===== src/rtl/regfile_arbiter_if.sv =====
// regfile_arbiter_if: requester handshake and regfile access bus for regfile_arbiter
interface regfile_arbiter_if #(parameter int NREQ = 2, parameter int AW = 32, parameter int DW = 32);
  logic [NREQ-1:0] req;
  logic [NREQ-1:0] req_rw;
  logic [NREQ*AW-1:0] req_addr;
  logic [NREQ*DW-1:0] req_wdata;
  logic [NREQ-1:0] gnt;
  logic [NREQ-1:0] rvalid;
  logic [DW-1:0] rdata;
  logic err;
  logic [AW-1:0] rf_addr;
  logic [DW-1:0] rf_wdata;
  logic rf_rw;
  logic [DW-1:0] rf_rdata;
  modport slave (
    input req, req_rw, req_addr, req_wdata, rf_rdata,
    output gnt, rvalid, rdata, err, rf_addr, rf_wdata, rf_rw
  );
  modport master (
    output req, req_rw, req_addr, req_wdata, rf_rdata,
    input gnt, rvalid, rdata, err, rf_addr, rf_wdata, rf_rw
  );
endinterface


===== src/rtl/regfile_arbiter.sv =====
// regfile_arbiter: round-robin arbiter running one regfile read or write per grant
module regfile_arbiter #(
  parameter int NREQ = 2,
  parameter int AW = 32,
  parameter int DW = 32,
  parameter int NREGS = 3
) (
  input logic ACLK,
  input logic ARST,
  regfile_arbiter_if.slave bus
);
  localparam int LW = $clog2(NREQ);
  typedef enum logic [1:0] {IDLE, ACCESS, RDATA} state_t;
  state_t state;
  logic [LW-1:0] last, nxt;
  logic oor;
  logic [AW-1:0] addr_n;
  logic [DW-1:0] wdata_n;
  logic rw_n, oor_n;
  // descending scan so the requester closest after last wins
  always_comb begin
    nxt = last;
    for (int i = NREQ; i >= 1; i--)
      if (bus.req[(int'(last) + i) % NREQ]) nxt = LW'((int'(last) + i) % NREQ);
  end
  assign addr_n = bus.req_addr[nxt*AW +: AW];
  assign wdata_n = bus.req_wdata[nxt*DW +: DW];
  assign rw_n = bus.req_rw[nxt];
  assign oor_n = addr_n >= AW'(NREGS);
  // last doubles as the current winner while a transaction is in flight
  always_ff @(posedge ACLK) begin
    if (ARST) begin
      state <= IDLE;
      last <= LW'(NREQ - 1);
      oor <= 1'b0;
      bus.gnt <= '0;
      bus.rvalid <= '0;
      bus.rdata <= '0;
      bus.err <= 1'b0;
      bus.rf_addr <= '0;
      bus.rf_wdata <= '0;
      bus.rf_rw <= 1'b0;
    end else begin
      bus.gnt <= '0;
      bus.rvalid <= '0;
      case (state)
        IDLE: if (|bus.req) begin
          state <= ACCESS;
          last <= nxt;
          oor <= oor_n;
          bus.gnt <= NREQ'(1) << nxt;
          bus.rf_addr <= addr_n;
          bus.rf_wdata <= wdata_n;
          bus.rf_rw <= rw_n & ~oor_n;
        end
        ACCESS: begin
          bus.rf_rw <= 1'b0;
          state <= bus.rf_rw ? IDLE : RDATA;
        end
        RDATA: begin
          state <= IDLE;
          bus.rvalid <= NREQ'(1) << last;
          bus.rdata <= oor ? '0 : bus.rf_rdata;
          bus.err <= oor;
        end
        default: state <= IDLE;
      endcase
    end
  end
endmodule


===== src/flat_wrapper.sv =====
// flat-port wrapper written by rule: the top's interface ports become plain ports
module regfile_arbiter_flat 
#(
  parameter int NREQ = 2,
  parameter int AW = 32,
  parameter int DW = 32,
  parameter int NREGS = 3
)
  (ACLK, ARST, bus_req, bus_req_rw, bus_req_addr, bus_req_wdata, bus_rf_rdata, bus_gnt, bus_rvalid, bus_rdata, bus_err, bus_rf_addr, bus_rf_wdata, bus_rf_rw);
  regfile_arbiter_if #(.NREQ(NREQ), .AW(AW), .DW(DW)) bus_i ();
  input logic ACLK;
  input logic ARST;
  input wire logic [$bits(bus_i.req)-1:0] bus_req;
  input wire logic [$bits(bus_i.req_rw)-1:0] bus_req_rw;
  input wire logic [$bits(bus_i.req_addr)-1:0] bus_req_addr;
  input wire logic [$bits(bus_i.req_wdata)-1:0] bus_req_wdata;
  input wire logic [$bits(bus_i.rf_rdata)-1:0] bus_rf_rdata;
  output wire logic [$bits(bus_i.gnt)-1:0] bus_gnt;
  output wire logic [$bits(bus_i.rvalid)-1:0] bus_rvalid;
  output wire logic [$bits(bus_i.rdata)-1:0] bus_rdata;
  output wire logic [$bits(bus_i.err)-1:0] bus_err;
  output wire logic [$bits(bus_i.rf_addr)-1:0] bus_rf_addr;
  output wire logic [$bits(bus_i.rf_wdata)-1:0] bus_rf_wdata;
  output wire logic [$bits(bus_i.rf_rw)-1:0] bus_rf_rw;
  assign bus_i.req = bus_req;
  assign bus_i.req_rw = bus_req_rw;
  assign bus_i.req_addr = bus_req_addr;
  assign bus_i.req_wdata = bus_req_wdata;
  assign bus_i.rf_rdata = bus_rf_rdata;
  assign bus_gnt = bus_i.gnt;
  assign bus_rvalid = bus_i.rvalid;
  assign bus_rdata = bus_i.rdata;
  assign bus_err = bus_i.err;
  assign bus_rf_addr = bus_i.rf_addr;
  assign bus_rf_wdata = bus_i.rf_wdata;
  assign bus_rf_rw = bus_i.rf_rw;
  regfile_arbiter #(.NREQ(NREQ), .AW(AW), .DW(DW), .NREGS(NREGS)) u_core (.ACLK(ACLK), .ARST(ARST), .bus(bus_i));
endmodule

===== config.mk =====
export PLATFORM = sky130hd
export DESIGN_NAME = regfile_arbiter_flat
export DESIGN_NICKNAME = d
export VERILOG_FILES = /design/src/rtl/regfile_arbiter_if.sv /design/src/rtl/regfile_arbiter.sv /design/src/flat_wrapper.sv
export SDC_FILE = /design/constraint.sdc
export NUM_CORES = 1
export LEC_CHECK = 0
export ABC_AREA = 1
export CAP_MARGIN = 10
export CORE_UTILIZATION = 42
export CTS_BUF_LIST = sky130_fd_sc_hd__clkbuf_4
export DETAILED_ROUTE_END_ITERATION = 8
export PLACE_DENSITY = 0.85
export SYNTH_ARGS = -nofsm -noshare
export SYNTH_HDL_FRONTEND = slang
export SYNTH_SLANG_ARGS = --single-unit

===== constraint.sdc =====
create_clock -name ACLK -period 4.05 [get_ports ACLK]
set_input_delay 0.81 -clock ACLK [delete_from_list [all_inputs] [get_ports ACLK]]
set_output_delay 0.81 -clock ACLK [all_outputs]
set_load 0.02 [all_outputs]

### After elaboration in Yosys (flattened, before gate mapping)

Cells that the tools add are included.

| storage, ports and cells | value |
|---|---|
| register bits after elaboration | 106 |
| input bits | 166 |
| output and inout bits | 102 |
| word-level logic and storage cells | 53 |

| operators by class | value |
|---|---|
| add/sub/neg operators | 2 |
| order comparisons | 4 |
| equality and inequality tests | 3 |
| shift-type cells | 4 |
| mux-type cells | 16 |
| bitwise gates (word level) | 7 |
| reductions and logical operators | 7 |

Operator list:

| operator | number |
|---|---|
| $shiftx A64 B7 Y32 | 2 |
| $ge A32 B2 Y1 const B | 1 |
| $mux W32 | 1 |
| $mux W1 | 11 |
| $lt A2 B3 Y1 const B | 2 |
| $mux W2 | 2 |
| $not A1 Y1 | 4 |
| $pmux W2 S2 | 1 |
| $reduce_and A2 Y1 | 2 |
| $reduce_or A2 Y1 | 2 |
| $shl A1 B1 Y2 const A | 2 |
| $reduce_or A3 Y1 | 1 |
| $add A1 B1 Y1 const B | 2 |
| $and A1 B1 Y1 const A | 2 |
| $eq A2 B1 Y1 const B | 1 |
| $eq A2 B2 Y1 const B | 1 |
| $logic_not A2 Y1 | 1 |
| $lt A1 B2 Y1 const B | 1 |
| $ne A2 B1 Y1 const B | 1 |
| $pmux W1 S2 | 1 |
| $reduce_bool A2 Y1 | 1 |
| $and A1 B1 Y1 | 1 |

### Depth between registers and ports, before layout

| logic depth | value |
|---|---|
| depth in word-level cells | 13 |
| mapped depth | 13 |
| mapped depth without buffers | 12 |

### Worst setup path before layout

No wires, ideal clock.

| path | value |
|---|---|
| kind | input to register |
| start | in bus_req[0] |
| end | reg u_core.oor |
| setup time | 0.112 ns |
| data arrival time | 1.773 ns |
| required time | 3.938 ns |
| path slack | 2.164 ns |
| stages | 13 |
| buffers on the path | 1 |
| path through | inv_1 nand2_2 nand2_4 buf_4 nand2_1 nand2_1 nand2_1 nor2_1 nand2_1 nor2_2 nand2_1 nand2_1 nand2_1 |

| between the ends | value |
|---|---|
| longest elaborated chain between the ends | 7 |
| elaborated cells between the ends (all ways) | 12 |
| classes of those cells | order compare: 1; shift: 1; mux: 8; reduce/logical: 2 |

Ends and longest elaborated chain:

| what | line | source |
|---|---|---|
| from (decl) | flat_wrapper.sv:13 | `input wire logic [$bits(bus_i.req)-1:0] bus_req;` |
| $mux W1 (not written as such) (3 in a row) | regfile_arbiter.sv:24 | `if (bus.req[(int'(last) + i) % NREQ]) nxt = LW'((int'(last) + i) % NREQ);` |
| $mux W1 (2 in a row) | regfile_arbiter.sv:24 |  |
| $shiftx A64 B7 Y32 | regfile_arbiter.sv:26 | `assign addr_n = bus.req_addr[nxt*AW +: AW];` |
| $ge A32 B2 Y1 | regfile_arbiter.sv:29 | `assign oor_n = addr_n >= AW'(NREGS);` |
| to (signal assigned) | regfile_arbiter.sv:50 | `oor <= oor_n;` |
| to (decl) | regfile_arbiter.sv:16 | `logic oor;` |

Parallel ways exist; a longest one is shown, timed or not. The select of a mux whose other input is x is not followed.
A chain may end at the register's enable or synchronous reset.

### Worst setup path in the final report

| path | value |
|---|---|
| start | in bus_req[1] |
| end | reg u_core.bus.rf_wdata[13] |

| between the ends | value |
|---|---|
| longest elaborated chain between the ends | 6 |
| elaborated cells between the ends (all ways) | 11 |
| classes of those cells | shift: 1; mux: 8; reduce/logical: 2 |

Ends and longest elaborated chain:

| what | line | source |
|---|---|---|
| $mux W1 (not written as such) (3 in a row) | regfile_arbiter.sv:24 |  |
| $mux W1 (2 in a row) | regfile_arbiter.sv:24 |  |
| $shiftx A64 B7 Y32 | regfile_arbiter.sv:27 | `assign wdata_n = bus.req_wdata[nxt*DW +: DW];` |
| to (signal assigned) | regfile_arbiter.sv:53 | `bus.rf_wdata <= wdata_n;` |
| to (decl) | regfile_arbiter_if.sv:17 | `output gnt, rvalid, rdata, err, rf_addr, rf_wdata, rf_rw` |

Parallel ways exist; a longest one is shown, timed or not. The select of a mux whose other input is x is not followed.

==> metrics.csv <==
stage,metric,value,unit
synthesis,synth warn,0,
worst_setup_path,Crit path top cell by count,nor2_4,
worst_setup_path,"Slowest-stage cell, CP",nor2_4,
sta,Max-slew headroom,29.6,%
floorplanning,Rows,37,
worst_setup_path,critical path type,in2reg,
sta,Min Hold Slack,0.473,ns
clock_network,post_cts resized,0,
floorplanning,die area,11000,um2
sta,final setup fails,0,
clock_network,cts hold-fix bufs,0,
synthesis,number of library cell types mapped by synthesis,25,
worst_setup_path,Crit path arrival time,3.03,ns
global_route,vias in the first global route,4392,
clock_network,CTS Buf Count,9,
synthesis,Synth area leaders,"dfxtp_1, nand2_1, inv_1",
finish,"commonest non-fill, non-tap cell in the layout",nand2_1,
floorplanning,DIE HEIGHT,105,um
sta,final count of pins violating max slew,0,
sta,fin crit period,2.66,ns
status,outcome,completed,
synthesis,Yosys top cell area share,47.5,%
sta,RSZ-0062 raised after global routing,false,
synthesis,"FF+latch count, synth",106,
finish,Final nets,1066,
clock_network,TritonCTS clock tree,done,
routing,WL/cell,13.2,um
routing,total number of vias,4808,
routing,final wirelength,13700,um
sta,Max Fclk,376,MHz
routing,1st-iter DRT viols,294,
pwr,pwr dens,329,nW/um2
clock_network,worst-skew pair later-pin latency,0.44,ns
synthesis,Post-Syn Area per Cell,6.89,um2
finish,"commonest cells after routing, fill and taps aside","nand2_1, clkdlybuf4s50_1, dfxtp_1",
finish,area grow syn2layout,62.9,%
worst_setup_path,critical path cell sequence,clkdlybuf4s50_1 -> nor2_1 -> or3_4 -> nor2_4 -> inv_2 -> nor2_4 -> nand2_1 -> nand3_1,
worst_setup_path,startpoint types,primary input,
pwr,worst vdd ir,0.000146,V
sta,Hold Fails Final Rpt,0,
sta,Post-Route Setup TNS,0,ns
global_route,grt ovf,0,
global_route,largest net degree at the start of global routing,49,
clock_network,Longest Clk Path Bufs,2,
placement,HPWL Detailed,10300,um
pwr,Pleak,3.10,nW
finish,layout cells sized above 1,4.20,%
placement,port bufs,267,
placement,"Cell Area, Placed",7150,um2
worst_setup_path,Critical Path RT,4.42,ns
sta,Slew @ Worst Pin,1.06,ns
global_route,initial antenna violation count,0,
run,max-cap violations,0,
synthesis,register area share after synthesis,47.5,%
synthesis,syn nets,814,
floorplanning,Initial Utilization,43.2,%
placement,GPL Wtd Cong,0.826,
hold_path,worst hold path class,reg2reg,
floorplanning,Core Footprint,10300,um2
synthesis,"area leader, netlist",dfxtp_1,
worst_setup_path,"delay-heaviest family, CP",simple AND/OR/NAND/NOR gates,
routing,antenna-violating nets left,0,
worst_setup_path,CP peak stage delay,0.65,ns
finish,Final Cell Area,7270,um2
global_route,first-pass GRT wire length,21500,um
routing,DRC viols,0,
clock_network,Root Driver,clkbuf_4,
finish,# diodes,0,
worst_setup_path,CP Buf/Inv Count,2,
sta,Final period util,65.6,%
floorplanning,num ports,268,
global_route,Total Routing Usage GR,24.5,%
clock_network,H-tree lvl count,3,
worst_setup_path,Critical Path End Type,flop,
sta,clk_skew,0.0186,ns
worst_setup_path,CP Max Fanout,34,
synthesis,Syn Inst Count,648,
routing,drt first pass iters,5,
clock_network,Worst-path clk slew,0.14,ns
routing,via density per instance,4.62,
floorplanning,Chip Width,105,um
clock_network,clk sinks,106,
synthesis,Synth Cell Area,4460,um2
clock_network,post-CTS setup buffers,0,
## worst reg2reg max path, cell delays in order (launching register included)
cell     delay [ns]
dfxtp_1        0.36
or3_4          0.41
nor2_4         0.13
inv_2          0.21
nor2_4         0.65
nand2_1        0.14
nand3_1        0.10
## cell usage after synthesis (all sizes together)
master	number
or3	1
a22oi	1
nor2	19
o211ai	1
dfxtp	106
nand2	308
nand3b	4
clkbuf	12
buf	18
nand3	40
inv	68
a21oi	35
o21ai	33
nor3	2
## path summary, 6_finish.rpt
kind | from | endpoint | slack (ns) | cells after the start
worst min-delay path | u_core.bus.rf_addr[1] | u_core.bus.rf_addr[1] | 0.47 | 2
worst min register to register | u_core.bus.rf_addr[1] | u_core.bus.rf_addr[1] | 0.47 | 2
worst max register to register | u_core.state[1] | u_core.bus.rf_wdata[13] | 1.99 | 6
worst max-delay path | bus_req[1] | u_core.bus.rf_wdata[13] | 1.39 | 8
## sequential cells by signal (all words and copies together), names as in the netlist, 2 cells and up
signal,flops
u_core.bus.gnt,2
u_core.bus.rdata,32
u_core.bus.rf_addr,32
u_core.bus.rf_wdata,32
u_core.bus.rvalid,2
u_core.state,2
## logic make-up (layout without fill, tap and decap cells)
family	Yosys count	after routing	synth area share (%)
compound gates	70	70	8.04
buf+inv	98	355	9.89
flops	106	106	47.5
simple gates	374	374	34.5
## per-layer routing
| metal | track usage, % | share of wire, % | vias up | routed length (um) |
|---|---|---|---|---|
| met5 | 0 | 0 | - | 0 |
| met4 | 9.76 | 2.5 | 0 | 341 |
| met3 | 5.49 | 7.3 | 26 | 1010 |
| met2 | 43.7 | 49 | 200 | 6750 |
| met1 | 28.2 | 41 | 2099 | 5650 |
| li1 | - | - | 2483 | - |
## per-stage QoR
stage | setup slack [ns] | power, mW | util [%] | instances
after CTS | 1.37 | 2.41 | 70.4 | 1041
after floorplan | 2.16 | 1.55 | - | 648
after global placement | 0.976 | 1.92 | 69.3 | 1025
after detailed placement | 0.904 | 1.93 | 69.3 | 1025
final | 1.39 | 2.39 | 70.4 | 1041
after global routing | 1.22 | 2.51 | 70.4 | 1041
## power breakdown
part	switching [mW]	internal, mW	leakage (nW)	total [mW]
Combinational	0.358	0.360	2.17	0.719
Clock	0.346	0.135	0.0628	0.481
Sequential	0.0512	1.14	0.870	1.19
## area by class of cell
| type | instances | area [um2] |
|---|---|---|
| Fill cell | 871 | 3050 |
| Timing Repair Buffer | 271 | 2700 |
| Sequential cell | 106 | 2120 |
| Multi-Input combinational cell | 444 | 1900 |
| Inverter | 68 | 255 |
| Tap cell | 136 | 170 |
| Clock buffer | 10 | 75.1 |
| Clock inverter | 6 | 42.5 |
Note: power is estimated with default switching activity, not from simulation.
